<file path="src/rtl/alu_sequencer.sv">
// alu_sequencer: sequences one operation at a time through an external ripple ALU.
// Arithmetic and logic operations take a single EXEC cycle. Shifts are done
// locally, one bit per cycle.
//
// Ports:
//   Clock, Reset          sole clock; synchronous active-high reset
//   InValid/InReady       request handshake; Op, OperandA, OperandB are captured on accept
//   AluA, AluB            registered operands driven to the downstream ALU
//   AluCarryIn, AluOr, AluFloodCarry, AluInvertA, AluInvertB
//                         ALU control lines, decoded from the registered Op
//   AluOutC, AluCarryOut  ALU result and carry out
//   OutValid/OutReady     result handshake; Result is held stable while OutValid is high
module alu_sequencer #(
  parameter int unsigned width = 32
) (
  input  logic             Clock,
  input  logic             Reset,
  input  logic             InValid,
  output logic             InReady,
  input  logic [3:0]       Op,
  input  logic [width-1:0] OperandA,
  input  logic [width-1:0] OperandB,
  output logic [width-1:0] AluA,
  output logic [width-1:0] AluB,
  output logic             AluCarryIn,
  output logic             AluOr,
  output logic             AluFloodCarry,
  output logic             AluInvertA,
  output logic             AluInvertB,
  input  logic [width-1:0] AluOutC,
  input  logic             AluCarryOut,
  output logic             OutValid,
  input  logic             OutReady,
  output logic [width-1:0] Result
);

  localparam int unsigned CntW = $clog2(width);

  localparam logic [1:0] StIdle  = 2'd0;
  localparam logic [1:0] StExec  = 2'd1;
  localparam logic [1:0] StShift = 2'd2;
  localparam logic [1:0] StDone  = 2'd3;

  localparam logic [3:0] OpAdd  = 4'd0;
  localparam logic [3:0] OpSub  = 4'd1;
  localparam logic [3:0] OpAnd  = 4'd2;
  localparam logic [3:0] OpOr   = 4'd3;
  localparam logic [3:0] OpXor  = 4'd4;
  localparam logic [3:0] OpSlt  = 4'd5;
  localparam logic [3:0] OpSltu = 4'd6;
  localparam logic [3:0] OpSll  = 4'd7;
  localparam logic [3:0] OpSrl  = 4'd8;
  localparam logic [3:0] OpSra  = 4'd9;

  logic [1:0]       stateQ, stateD;
  logic [3:0]       opQ;
  logic [width-1:0] aQ, bQ;
  logic [width-1:0] shiftQ, shiftNext;
  logic [width-1:0] resultQ, execResult;
  logic [CntW-1:0]  countQ;
  logic             isShiftOp;
  logic [4:0]       ctrl;

  assign InReady  = (stateQ == StIdle) && !Reset;
  assign OutValid = (stateQ == StDone);
  assign Result   = resultQ;
  assign AluA     = aQ;
  assign AluB     = bQ;

  assign isShiftOp = (Op == OpSll) || (Op == OpSrl) || (Op == OpSra);

  // Control word order: {InvertA, InvertB, CarryIn, Or, FloodCarry}.
  always_comb begin
    ctrl = 5'b00000;
    case (opQ)
      OpSub, OpSlt, OpSltu: ctrl = 5'b01100;
      OpAnd:                ctrl = 5'b11011;
      OpOr:                 ctrl = 5'b00010;
      OpXor:                ctrl = 5'b01001;
      default:              ctrl = 5'b00000;
    endcase
  end

  assign AluInvertA    = ctrl[4];
  assign AluInvertB    = ctrl[3];
  assign AluCarryIn    = ctrl[2];
  assign AluOr         = ctrl[1];
  assign AluFloodCarry = ctrl[0];

  always_comb begin
    execResult = '0;
    case (opQ)
      OpAdd, OpSub, OpAnd, OpOr, OpXor: execResult = AluOutC;
      // A - B borrows exactly when the carry out is clear.
      OpSltu: execResult = {{(width-1){1'b0}}, ~AluCarryOut};
      // Differing signs decide directly; otherwise the subtraction sign is exact.
      OpSlt: execResult = {{(width-1){1'b0}},
                           (aQ[width-1] != bQ[width-1]) ? aQ[width-1] : AluOutC[width-1]};
      default: execResult = '0;
    endcase
  end

  always_comb begin
    shiftNext = shiftQ;
    case (opQ)
      OpSll:   shiftNext = {shiftQ[width-2:0], 1'b0};
      OpSrl:   shiftNext = {1'b0, shiftQ[width-1:1]};
      OpSra:   shiftNext = {shiftQ[width-1], shiftQ[width-1:1]};
      default: shiftNext = shiftQ;
    endcase
  end

  always_comb begin
    stateD = stateQ;
    case (stateQ)
      StIdle:  if (InValid) stateD = isShiftOp ? StShift : StExec;
      StExec:  stateD = StDone;
      StShift: if (countQ == '0) stateD = StDone;
      StDone:  if (OutReady) stateD = StIdle;
      default: stateD = StIdle;
    endcase
  end

  always_ff @(posedge Clock) begin
    if (Reset) begin
      stateQ  <= StIdle;
      opQ     <= '0;
      aQ      <= '0;
      bQ      <= '0;
      shiftQ  <= '0;
      countQ  <= '0;
      resultQ <= '0;
    end else begin
      stateQ <= stateD;
      case (stateQ)
        StIdle: begin
          if (InValid) begin
            opQ    <= Op;
            aQ     <= OperandA;
            bQ     <= OperandB;
            shiftQ <= OperandA;
            countQ <= OperandB[CntW-1:0];
          end
        end
        StExec: resultQ <= execResult;
        StShift: begin
          if (countQ != '0) begin
            shiftQ <= shiftNext;
            countQ <= countQ - {{(CntW-1){1'b0}}, 1'b1};
          end else begin
            resultQ <= shiftQ;
          end
        end
        default: ;
      endcase
    end
  end

endmodule

</file>
<file path="config.mk">
export PLATFORM = sky130hd
export DESIGN_NAME = alu_sequencer
export DESIGN_NICKNAME = d
export VERILOG_FILES = /design/src/rtl/alu_sequencer.sv
export SDC_FILE = /design/constraint.sdc
export NUM_CORES = 1
export LEC_CHECK = 0
export ABC_CLOCK_PERIOD_IN_PS = 4700
export BUFFER_PORTS_ARGS = -buffer_cell sky130_fd_sc_hd__buf_4
export CAP_MARGIN = 20
export CORE_AREA = 4 4 155 172
export DETAILED_ROUTE_END_ITERATION = 16
export DIE_AREA = 0 0 159 176
export PLACE_DENSITY_LB_ADDON = 0.1
export REMOVE_ABC_BUFFERS = 1
export SYNTH_ARGS = -nofsm -noshare
export SYNTH_HDL_FRONTEND = slang
export SYNTH_SLANG_ARGS = --single-unit
</file>
<file path="constraint.sdc">
create_clock -name Clock -period 4.7 [get_ports Clock]
set_input_delay 0.705 -clock Clock [delete_from_list [all_inputs] [get_ports Clock]]
set_output_delay 0.705 -clock Clock [all_outputs]
set_load 0.01 [all_outputs]
</file>
# Word-level counts from Yosys, hierarchy flattened
# Index checks and enable logic that the tools add are counted.
# word_totals
elab_cells	69
n_memories	0
mem_bits_ro	0
mem_bits_rw	0
inputBits	105
latch_bits	0
register_bits	139
out_inout_bits	103
# op_classes
addsub	1
n_shift	0
bitwise	1
n_mux	17
multipliers	0
magnitude_cmp	0
eq_ne	24
n_div	0
reduce_logical	18
# ops
operator	n
case mux 32 bit (3 select lines)	2
case mux 32 bit (2 select lines)	2
2-to-1 mux 32 bit	3
equality test 4 x 3 -> 1 bit, second input constant	5
case mux 5 bit (4 select lines)	1
equality test 4 bit, second input constant	4
2-to-1 mux 5 bit	2
!= test 2 bit, second input constant	5
case mux 5 bit (2 select lines)	1
equality test 4 x 2 -> 1 bit, second input constant	2
2-to-1 mux 2 bit	4
case mux 2 bit (4 select lines)	1
AND reduction 3 bit	2
zero test 5 bit	1
AND reduction 5 bit	1
nonzero test 5 bit	1
OR reduction 5 bit	1
subtractor 5 x 1 -> 5 bit, second input constant	1
equality test 2 bit, second input constant	2
equality test 4 x 1 -> 1 bit, second input constant	1
zero test 4 bit	1
!= test 4 x 1 -> 1 bit, second input constant	1
AND reduction 2 bit	2
AND reduction 4 bit	1
other kinds (12)	14

# Logic depth before layout (Yosys ltp)
# logic_depth
depth_word	6
mapped_depth	9
mapped_depth_nobuf	6

# Worst setup path after synthesis
# OpenSTA, ideal clock, no wires.
# synth_path
path_type	register to output
from	reg opQ[1]
to	out AluInvertA
required_time_ns	3.995
path_stages_with_launch	4
slack_ns	2.812
arrival_ns	1.183
path_buffers	1
cell_sequence	dfxtp_1 > clkbuf_1 > nor3b_1 > nor2b_1
# synth_via
elab_chain_cells	3
elab_cells_between_ends	8
classes_between	6 x eq/ne; 1 x mux; 1 x reduce/logical
# synth_lines
element	line	rtl
start, declared	56	logic [3:0] opQ;
start signal, assigned	138	opQ <= Op;
equality test 4 x 3 -> 1 bit or equality test 4 x 1 -> 1 bit (tied branches)	75	case (opQ)
OR reduction 3 bit	75	
case mux 5 bit (4 select lines) *	75	
end, declared	28	output logic AluInvertA,
# Mark *: on every way between the ends. The rest lies on a longest branch, timed or not.

# Worst setup path after layout
# layout_path
from	reg countQ[0]
to	reg shiftQ[18]
# layout_via
elab_chain_cells	3
# layout_lines
element	line	rtl
start, declared	60	logic [CntW-1:0] countQ;
start signal, assigned	142	countQ <= OperandB[CntW-1:0];
start signal, assigned	149	countQ <= countQ - {{(CntW-1){1'b0}}, 1'b1};
nonzero test 5 bit	147	if (countQ != '0) begin
!= test 2 bit (no source line)	-	
AND reduction 4 bit (no source line)	-	
end signal, assigned	141	shiftQ <= OperandA;
end signal, assigned	148	shiftQ <= shiftNext;
end, declared	58	logic [width-1:0] shiftQ, shiftNext;
# No other way between the ends.
# A chain may end at the register's enable or synchronous reset.

==> impl_metrics.env <==
export IMPL_max_freq_mhz=360
export IMPL_routed_wl_um=21100
export IMPL_synth_largest_area_cell="dfxtp_1"
export IMPL_viasPerCell=4.72
export IMPL_netlist_top_cells_area="dfxtp_1 (47%), nand2_1 (13%), a21oi_1 (6.7%), a22o_1 (4.8%), a221oi_1 (4.6%)"
export IMPL_nNetsFinal=1028
export IMPL_io_buffers=207
export IMPL_timing_rr_start="countQ[0]"
export IMPL_drive_above_1_share_pct=27.7
export IMPL_fillers=2736
export IMPL_drcViolationCount=0
export IMPL_maxCapViolations=0
export IMPL_post_cts_buffers=0
export IMPL_ys_async_sr_fraction_pct=0
export IMPL_power_density_nw_per_um2=655
export IMPL_wl_met2_um=9510
export IMPL_ys_seq_elements=139
export IMPL_seq_area_um2=2780
export IMPL_dp_hpwl_um=14100
export IMPL_endpoint_kind="flop"
export IMPL_postCtsHoldBufs=0
export IMPL_critPathKind="reg2reg"
export IMPL_synthCells=749
export IMPL_multi_input_area_um2=2850
export IMPL_cp_arrival_ns=3.12
export IMPL_synth_seq_area_share_pct=47.4
export IMPL_crit_chain="inv_1 -> ha_1 -> nor4b_2 -> a21oi_1 -> a21oi_4 -> a22o_1"
export IMPL_slew_violations=0
export IMPL_synth_common_cells="nand2_1 (204), dfxtp_1 (139), a21oi_1 (79)"
export IMPL_syn2layout_area_growth_pct=41.2
export IMPL_dr_total_vias=5876
export IMPL_leakage_nw=3.41
export IMPL_ant_nets=0
export IMPL_antenna_found_initial=0
export IMPL_grt_util_all_layers_pct=14.8
export IMPL_io_pins=208
export IMPL_cts_root_buffer="clkbuf_16"
export IMPL_fin_worst_skew_ns=0.0130
export IMPL_worst_hold_slack_ns=0.452
export IMPL_max_vdd_ir_drop_v=0.000234
export IMPL_syn_avg_cell_area_um2=7.84
export IMPL_cts_tree="built"
export IMPL_synth_area_um2=5870
export IMPL_grt_overflow=0
export IMPL_tightest_slew_ns=0.977
export IMPL_wl_met1_um=10100
export IMPL_rsz0062_at_grt="no"
export IMPL_synth_edf_count=0
export IMPL_coreArea_um2=25000
export IMPL_power_mw=5.43
export IMPL_insertion_delay_ns=0.42
export IMPL_cts_buffers=17
export IMPL_cp_top_family="compound AO/OA/AOI/OAI gates"
export IMPL_status="finished, final reports clean"
export IMPL_critPathLaunch="countQ[0]"
export IMPL_yosys_warnings=0
export IMPL_met3_length_um=1300
export IMPL_row_count=61
export IMPL_min_period_ns=2.78
export IMPL_fp_dieArea_um2=28000
export IMPL_synth_top_area_share_pct=47.4
export IMPL_stdcell_count=1245
export IMPL_grt_pass1_wl_um=33600
export IMPL_highest_layer="met4"
export IMPL_cts_htree_levels=4
export IMPL_pre_cts_ws_ns=1.94
export IMPL_path_clk_slew_ns=0.06
export IMPL_placed_cells=1214
export IMPL_maxSlewHeadroom_pct=34.6
export IMPL_clkSinkCount=139
export IMPL_yosysMostFrequentCell="nand2_1"
export IMPL_cp_num_buf_inv=1
export IMPL_fp_dieW_um=159
export IMPL_crit_path_start_kind="flop"
export IMPL_die_y_um=176
export IMPL_ctsResizeCount=0
export IMPL_worst_path_max_fanout=30
export IMPL_initial_utilization_pct=23.5
export IMPL_antenna_cells=0
export IMPL_drt_iter0_drc=377
export IMPL_synthFlopType="dfxtp_1"
export IMPL_gp_congestion=0.763
export IMPL_fin_ws_ns=1.92
export IMPL_slowest_stage="a21oi_4"
export IMPL_required_ns=5.05
export IMPL_wl_per_cell_um=16.9
export IMPL_post_route_period_util_pct=59.1
export IMPL_grt_max_degree=69
export IMPL_ys_types=41
export IMPL_setup_violations=0
export IMPL_clock_path_buffers=2
export IMPL_worstHoldPathType="reg2reg"
export IMPL_critPathMaxStageDelay_ns=0.80
export IMPL_grt_pass1_vias=5976
export IMPL_first_pass_iters=5
export IMPL_final_hold_violation_count=0
export IMPL_min_from="AluB[25]"
## layer usage
metal / GRT usage [%] / vias to the layer above
met3: 4.30 / 11
met5: 0 / -
met4: 3.69 / 0
met2: 23.5 / 166
li1: - / 2940
met1: 19.8 / 2759
## path summary, 6_finish.rpt
check                     to  slack (ns)  cells past startpoint
setup / recovery  shiftQ[18]        1.92                      6
hold / removal      AluB[25]        0.45                      2
setup reg to reg  shiftQ[18]        1.92                      6
hold reg to reg     AluB[25]        0.45                      2
## layout make-up
class,count,share of cell area (%)
Multi-Input combinational cell,534,34.4
Inverter,10,0.453
Clock inverter,10,1.71
Clock buffer,21,5.55
Timing Repair Buffer,216,19.6
Tap cell,315,4.75
Sequential cell,139,33.6
## cells in the final DEF (no fill, tap or decap), types with 4 or more instances in the layout
master / instances
dfxtp_1: 139
o21ai_0: 5
nor2_1: 67
nor3_1: 34
a21oi_1: 78
ha_1: 4
clkbuf_16: 17
a221oi_1: 31
a311oi_1: 4
nor2b_1: 4
inv_1: 10
a22o_1: 32
nand2_1: 203
a31oi_1: 30
buf_4: 216
## flip-flops by register name, indices dropped and copies added (netlist names)
name and flops:
AluA 32, AluB 32, Result 32, shiftQ 32, countQ 5, opQ 4, stateQ 2
## worst reg2reg max path: stages, from the launching register on
cell,delay [ns]
dfxtp_1,0.31
inv_1,0.11
ha_1,0.24
nor4b_2,0.59
a21oi_1,0.39
a21oi_4,0.80
a22o_1,0.27
## logic make-up (layout without fill, tap and decap cells)
logic type                 after synthesis  in the layout  synth area share [%]
buffers and inverters                   76            257                  5.11
xor gates and xnor gates                 1              1                 0.149
DFF                                    139            139                  47.4
muxes                                    2              2                 0.341
and+or+nand+nor                        330            330                  23.6
adders and majority gates                5              5                  1.06
AOI/OAI and AO/OA                      196            196                  22.4
## where the power goes
group,switching (mW),internal [mW],leakage (nW),total (mW)
registers,0.280,1.52,1.14,1.80
logic,1.33,0.896,1.98,2.22
clock network,0.544,0.863,0.290,1.41
## per-stage QoR
step           cell area [um2]  setup TNS, ns  utilization, %
3_3_place_gp              7690              0            30.8
3_5_place_dp              7690              0            30.8
2_1_floorplan             5610          -6.86               -
6_report                  8290              0            33.2
5_1_grt                   8290              0            33.2
4_1_cts                   8290              0            33.2
(Power assumes the default switching activity.)
